<file path="config.mk">
export PLATFORM = sky130hd
export DESIGN_NAME = neuron_mac_seq
export DESIGN_NICKNAME = d
export VERILOG_FILES = /design/src/rtl/neuron_pkg.sv /design/src/rtl/neuron_proj_sat.sv /design/src/rtl/neuron_mac_seq.sv
export SDC_FILE = /design/constraint.sdc
export NUM_CORES = 1
export LEC_CHECK = 0
export CAP_MARGIN = 20
export CORE_ASPECT_RATIO = 1.25
export CORE_MARGIN = 10
export CORE_UTILIZATION = 50
export CTS_CLUSTER_SIZE = 30
export DETAILED_ROUTE_END_ITERATION = 10
export GPL_TIMING_DRIVEN = 0
export PLACE_DENSITY_LB_ADDON = 0.15
export SLEW_MARGIN = 20
export SYNTH_ARGS = -nofsm -noshare
export SYNTH_HDL_FRONTEND = slang
export SYNTH_SLANG_ARGS = --single-unit
export TNS_END_PERCENT = 30
</file>
<file path="constraint.sdc">
create_clock -name clk -period 6.3 [get_ports clk]
set_input_delay 0.63 -clock clk [delete_from_list [all_inputs] [get_ports clk]]
set_output_delay 0.63 -clock clk [all_outputs]
set_load 0.02 [all_outputs]
</file>
<file path="src/rtl/neuron_pkg.sv">
// neuron_pkg: shared FSM type, width and saturation helpers for the neuron.
// Saturation runs on a wide signed carrier so one helper serves any width.
package neuron_pkg;

    typedef enum logic [1:0] {IDLE, ACC, FIN, OUT} state_t;

    localparam int SW = 128;
    typedef logic signed [SW-1:0] wide_t;

    function automatic int acc_width(input int width, input int n);
        return 2 * width + $clog2(n) + 1;
    endfunction

    function automatic wide_t sat_to(input wide_t v, input int width);
        wide_t hi;
        wide_t lo;
        wide_t r;
        hi = (wide_t'(1) <<< (width - 1)) - wide_t'(1);
        lo = -hi - wide_t'(1);
        r = v;
        if (v > hi) r = hi;
        if (v < lo) r = lo;
        return r;
    endfunction

endpackage

</file>
<file path="src/rtl/neuron_proj_sat.sv">
// neuron_proj_sat: rescale, saturate, bias-add and optional ReLU of the
// accumulated dot product. Purely combinational.
module neuron_proj_sat
    import neuron_pkg::*;
#(
    parameter int IW = 35,
    parameter int OW = 16,
    parameter int FRAC = 0,
    parameter logic signed [OW-1:0] BIAS = '0,
    parameter bit RELU = 1'b0
) (
    input  logic signed [IW-1:0] acc,
    output logic signed [OW-1:0] res
);

    localparam wide_t BX = {{(SW-OW){BIAS[OW-1]}}, BIAS};

    wide_t ext;
    wide_t s;
    wide_t p;
    wide_t b;

    always_comb begin
        ext = {{(SW-IW){acc[IW-1]}}, acc};
        s = ext >>> FRAC;
        p = sat_to(s, OW);
        // Bias add in the wide carrier, then clamp: never wraps.
        b = sat_to(p + BX, OW);
        if (RELU && b < 0) b = '0;
        res = b[OW-1:0];
    end

endmodule

</file>
<file path="src/rtl/neuron_mac_seq.sv">
// neuron_mac_seq: handshaked constant-weight neuron, dot product
// time-multiplexed over LANES multipliers, then rescale/saturate/bias/ReLU.
module neuron_mac_seq
    import neuron_pkg::*;
#(
    parameter int WIDTH = 16,
    parameter int N = 4,
    parameter int LANES = 1,
    parameter int FRAC = 0,
    parameter logic [N*WIDTH-1:0] WEIGHTS_FLAT = '0,
    parameter logic signed [WIDTH-1:0] BIAS = '0,
    parameter bit RELU = 1'b0
) (
    input  logic                    clk,
    input  logic                    rst,
    input  logic [N*WIDTH-1:0]      in_data,
    input  logic                    in_valid,
    output logic                    in_ready,
    output logic signed [WIDTH-1:0] out_data,
    output logic                    out_valid,
    input  logic                    out_ready
);

    localparam int ACC_W = acc_width(WIDTH, N);
    localparam int IDX_W = $clog2(N + LANES + 1);

    state_t state;
    state_t state_nx;

    logic [N*WIDTH-1:0]      vec;
    logic signed [ACC_W-1:0] acc;
    logic [IDX_W-1:0]        idx;

    logic signed [ACC_W-1:0]   step_sum;
    logic signed [WIDTH-1:0]   w;
    logic signed [WIDTH-1:0]   x;
    logic signed [2*WIDTH-1:0] prod;
    logic signed [WIDTH-1:0]   post;
    int                        elem;

    always_ff @(posedge clk) begin
        if (rst) state <= IDLE;
        else     state <= state_nx;
    end

    always_comb begin
        state_nx = state;
        unique case (state)
            IDLE: if (in_valid) state_nx = ACC;
            ACC:  if (int'(idx) + LANES >= N) state_nx = FIN;
            FIN:  state_nx = OUT;
            OUT:  if (out_ready) state_nx = IDLE;
            default: state_nx = IDLE;
        endcase
    end

    always_comb begin
        in_ready  = (state == IDLE);
        out_valid = (state == OUT);
    end

    // Lanes past the last element contribute nothing.
    always_comb begin
        step_sum = '0;
        elem = 0;
        w = '0;
        x = '0;
        prod = '0;
        for (int l = 0; l < LANES; l++) begin
            elem = int'(idx) + l;
            w = '0;
            x = '0;
            if (elem < N) begin
                w = WEIGHTS_FLAT[(N-elem)*WIDTH-1 -: WIDTH];
                x = vec[(N-elem)*WIDTH-1 -: WIDTH];
            end
            prod = w * x;
            step_sum = step_sum + ACC_W'(prod);
        end
    end

    neuron_proj_sat #(
        .IW(ACC_W),
        .OW(WIDTH),
        .FRAC(FRAC),
        .BIAS(BIAS),
        .RELU(RELU)
    ) u_proj (
        .acc(acc),
        .res(post)
    );

    always_ff @(posedge clk) begin
        if (rst) begin
            vec      <= '0;
            acc      <= '0;
            idx      <= '0;
            out_data <= '0;
        end else begin
            unique case (state)
                IDLE: if (in_valid) begin
                    vec <= in_data;
                    acc <= '0;
                    idx <= '0;
                end
                ACC: begin
                    acc <= acc + step_sum;
                    idx <= idx + IDX_W'(LANES);
                end
                FIN: out_data <= post;
                default: ;
            endcase
        end
    end

endmodule
</file>
==> run summary <==
The tools report the placement-stage worst setup slack as 0.923 ns. Broken down by cell family, the worst path's largest delay share belongs to adder cells. The analysis attributes to net switching a power of 504 uW. The clock buffer count from CTS was 9. In the final routed layout, each cell accounts on average for 14.3 um. In the synthesized netlist the dominant register cell turns out to be sky130_fd_sc_hd__dfxtp_1. The flow ran to the end, and the final reports show no timing, DRC or antenna violations.

Share of synthesized area spent on multiplexers: 0.00837. After routing the design area is 0.00410 mm2. The initial antenna violation count is 0, and the number of antenna-violating nets in the routed design is 0.

The number of nets produced by synthesis was 510; the required arrival time at the worst endpoint was 6.52 ns. The layout has 628 filler cells. Counting flops with a built-in enable in the synthesized netlist gives 0.

The final weighted congestion in routability-driven placement is 0.820. Counting stages on the worst path, the most repeated cell is sky130_fd_sc_hd__ha_1. Counting every instance in the synthesized netlist gives 379. The max-capacitance violation count was 0; the share of the synthesized area in the top cell type was 0.335. The post-synthesis instance area is 0.00359 mm2, and the hold violation total from the final report is 0. The final period utilization was 0.853; the cts-stage hold buffer count was 0. The number of cells traversed by the worst register-to-register path was 19. The sequential element share of the synthesized area was 0.335. The type of the most critical hold path is reg2reg. The fraction of the mapped netlist area in simple logic gates was 0.161; the placed wire-length estimate after detailed placement was 5740 um.

Adding up every negative setup slack in the final design gives 0 ns. Using the TritonRoute via totals, the vias-per-cell ratio works out to 5.57. The xor/xnor cell area share of the yosys netlist was 0.0391.

The endpoint identified for the worst register-to-register timing path is acc[31]. The x dimension of the die came out at 95.8 um. Across all layers, the routed design uses 2831 vias.

The element type at the critical path start was a register. The number of buffer and inverter stages on the critical path is 1. Summing all multi-input logic gate instances after layout gives 0.00231 mm2.

For the clock insertion delay at the later pin of the skew report, the log shows 0.34 ns. The element type at the critical path end was a register. For the maximum buffer depth of the clock tree, the log shows 2. The cell internal power dissipation is 771 uW. The library cells used most frequently in the layout, excluding fill and tap cells, are sky130_fd_sc_hd__ha_1, sky130_fd_sc_hd__dfxtp_1, sky130_fd_sc_hd__a21oi_1. The region available for standard cell placement spans 0.00698 mm2.

The worst setup path is of the reg2reg kind. The post-synthesis compound-gate area fraction was 0.211. Setup slack on the critical path of the routed design comes to 0.929 ns. Setup repair after global routing left no endpoint under its margin. The tools report the distinct cell type count of the synthesized netlist as 41. The run gives 0 as the post-cts gate resize count. The first detailed-routing pass took 4 iterations. The switching share of power works out to 0.396. The tools report the total global routing track utilization as 0.138.

The async set-or-reset flop fraction in the synthesized netlist is 0. The tree is rooted in a sky130_fd_sc_hd__clkbuf_8. The most area-hungry cell type in the Yosys netlist is sky130_fd_sc_hd__dfxtp_1. The relative area change from synthesis to final layout is 14.2%, and the clock-pin slew reported for the worst setup and hold paths after clock tree synthesis is 0.08 ns.

The dominant combinational cell family by area after synthesis is adder cells. Once placement finished, the instance area stood at 0.00394 mm2. The initial core utilization is 0.514.

Averaged over all synthesized cells, the footprint is 9.46 um2. For the power share of the clock group, the log shows 0.219. The first routing iteration left 73 violations.

The reg2reg setup slack was 0.93 ns. The number of nets in the layout was 545. In this run the power density over the cells is 311 mW/mm2. In this design, the stage delay of the slowest critical-path cell is 0.46 ns.

The tools report the final global-route overflow total as 0. The tools report the maximum achievable frequency as 186 MHz. Across the routed clock network, the largest skew measured is 0.0164 ns. The floorplan has 34 rows. Along the worst path, the maximum fanout reaches 21.

The first global-routing pass estimated 12400 um of wire. The share of total power in combinational logic came out at 0.426. The die covers 0.0110 mm2. The clock drives 60 sinks. Leakage power summed over all cells: 1.86 nW. The height of the die was 115 um; the worst slew margin relative to its limit was 0.504. In this run, synthesis produced a sequential element count of 60. For the number of global-route vias before repair, the log shows 2699.

The share of power burned in registers came out at 0.355. Fraction of final layout cells sized beyond drive strength 1: 0.0478. Entering global routing, the biggest net connects 22 pins. For this run, the number of Yosys warnings is 0. After detailed routing, the total wire length is 7260 um.

For this run, design rule violations remaining after detail routing come to 0. The tools report the maximum VDD drop as 195 uV. Highest-delay cell along the critical path: sky130_fd_sc_hd__dfxtp_1. The number of setup buffers added after CTS is 0.

CTS built an H-tree with a depth of 3. Signal arrival time at the worst endpoint: 5.60 ns. The post-synthesis adder-cell area fraction was 0.224; the I/O pin total was 86. Along the worst hold path, the cell count comes to 2.

By area the synthesized netlist is led by sky130_fd_sc_hd__dfxtp_1, sky130_fd_sc_hd__ha_1, sky130_fd_sc_hd__a21oi_1, sky130_fd_sc_hd__o211ai_1, sky130_fd_sc_hd__and2_1. The worst register-to-register path begins at idx[0]. The library cell used most frequently in the layout, excluding fill and tap cells, is sky130_fd_sc_hd__ha_1. The count of buffers from port buffering was 24. In the final layout, flip-flops and latches occupy 0.00120 mm2. For the pin with the worst max-slew slack, the measured transition is 0.742 ns.

Number of antenna diodes: 0. TritonCTS built the clock tree. The count of endpoints failing setup in the final report came out at 0.

For hold timing, the worst endpoint is vec[15]. Traced cell by cell, the critical path runs through inv_1 > ha_1 > ha_1 > nand2b_1 > a2111oi_2 > a21o_2 > and2_1 > ha_1 > ha_1 > ha_1 > ha_1 > ha_1 > fa_1 > a211o_1 > a2111oi_4 > o31a_1 > a21oi_1 > xor2_1 > a22o_1. After layout, the minimum clock period comes to 5.37 ns. The count of final max-slew check failures is 0. The worst min-delay path startpoint was vec[15].
-- cell type report --
class                   instances  share of cell area
multi-input cells             298               0.563
flip-flops and latches         60               0.293
repair buffers                 24              0.0586
clock buffers                   9              0.0302
well taps                      90              0.0275
plain buffers                  14              0.0128
clock inverters                 6             0.00794
inverters                       7             0.00641
-- how the worst max path moves through the flow --
stage          depth (start not counted)  slack [ns]  endpoint    from
2_1_floorplan                         19        1.44   acc[31]  idx[0]
3_3_place_gp                          19        0.98   acc[33]  idx[0]
3_5_place_dp                          19        0.92   acc[31]  idx[0]
4_1_cts                               19        0.87   acc[31]  idx[0]
5_1_grt                               19        0.54   acc[33]  idx[0]
6_report                              19        0.93   acc[31]  idx[0]
-- synth_stat cells (2+ instances only) --
master,instances
sky130_fd_sc_hd__nor3_1,5
sky130_fd_sc_hd__ha_1,61
sky130_fd_sc_hd__a21o_1,7
sky130_fd_sc_hd__and3_1,2
sky130_fd_sc_hd__nor2_1,27
sky130_fd_sc_hd__o21a_1,4
sky130_fd_sc_hd__inv_1,7
sky130_fd_sc_hd__o211ai_1,16
sky130_fd_sc_hd__xor2_1,6
sky130_fd_sc_hd__a21oi_1,30
sky130_fd_sc_hd__dfxtp_1,60
sky130_fd_sc_hd__a211oi_1,5
sky130_fd_sc_hd__o21bai_1,6
sky130_fd_sc_hd__and2_1,19
sky130_fd_sc_hd__nor4_1,8
sky130_fd_sc_hd__nand3b_1,2
sky130_fd_sc_hd__clkbuf_1,14
sky130_fd_sc_hd__a31oi_1,2
sky130_fd_sc_hd__nand2_1,12
sky130_fd_sc_hd__a22oi_1,7
sky130_fd_sc_hd__nand3_1,8
sky130_fd_sc_hd__a22o_1,9
sky130_fd_sc_hd__nor2b_1,2
sky130_fd_sc_hd__o21ai_0,8
sky130_fd_sc_hd__xnor2_1,10
sky130_fd_sc_hd__nand4_1,7
sky130_fd_sc_hd__mux2i_1,3
sky130_fd_sc_hd__fa_1,2
sky130_fd_sc_hd__nand2b_1,18
-- power groups by stage --
stage	sequential (mW)	combinational, mW	clock [mW]
finish	0.453	0.543	0.279
global route	0.459	0.620	0.300
CTS	0.453	0.550	0.285
detailed placement	0.461	0.549	0
global placement	0.460	0.536	0
floorplan	0.473	0.381	0
-- worst min-delay path: stages (launching register included) --
cell                      delay [ns]
sky130_fd_sc_hd__dfxtp_1        0.31
sky130_fd_sc_hd__nand2_1        0.05
sky130_fd_sc_hd__a21oi_1        0.05
-- logic make-up (layout without fill, tap and decap cells) --
kind of cell	Yosys count	count (layout)
and+or+nand+nor	110	110
xor gates and xnor gates	16	16
DFF	60	60
buffers and inverters	21	60
AOI/OAI and AO/OA	106	106
adders and majority gates	63	63
muxes	3	3
-- per-layer routing --
layer / up-vias / share of wire / track usage / routed length, um
li1: 1481 / - / - / -
met1: 1300 / 0.47 / 0.168 / 3390
met2: 42 / 0.48 / 0.236 / 3470
met3: 8 / 0.040 / 0.0157 / 288
met4: 0 / 0.016 / 0.0591 / 114
met5: - / 0 / 0 / 0
-- state kept, by name, indices dropped and copies added (netlist names) --
| signal | count |
|---|---|
| acc | 35 |
| vec | 4 |
| idx | 3 |
| state | 2 |
| out_data | 16 |
-- through the flow --
| step | hold slack, ns | instances | util | power, mW |
|---|---|---|---|---|
| floorplan | 0.430 | 379 | - | 0.855 |
| global placement | 0.443 | 493 | 0.565 | 0.995 |
| detailed placement | 0.445 | 493 | 0.565 | 1.01 |
| CTS | 0.460 | 508 | 0.587 | 1.29 |
| global route | 0.477 | 508 | 0.587 | 1.38 |
| finish | 0.459 | 508 | 0.587 | 1.28 |
(Power assumes the default switching activity.)
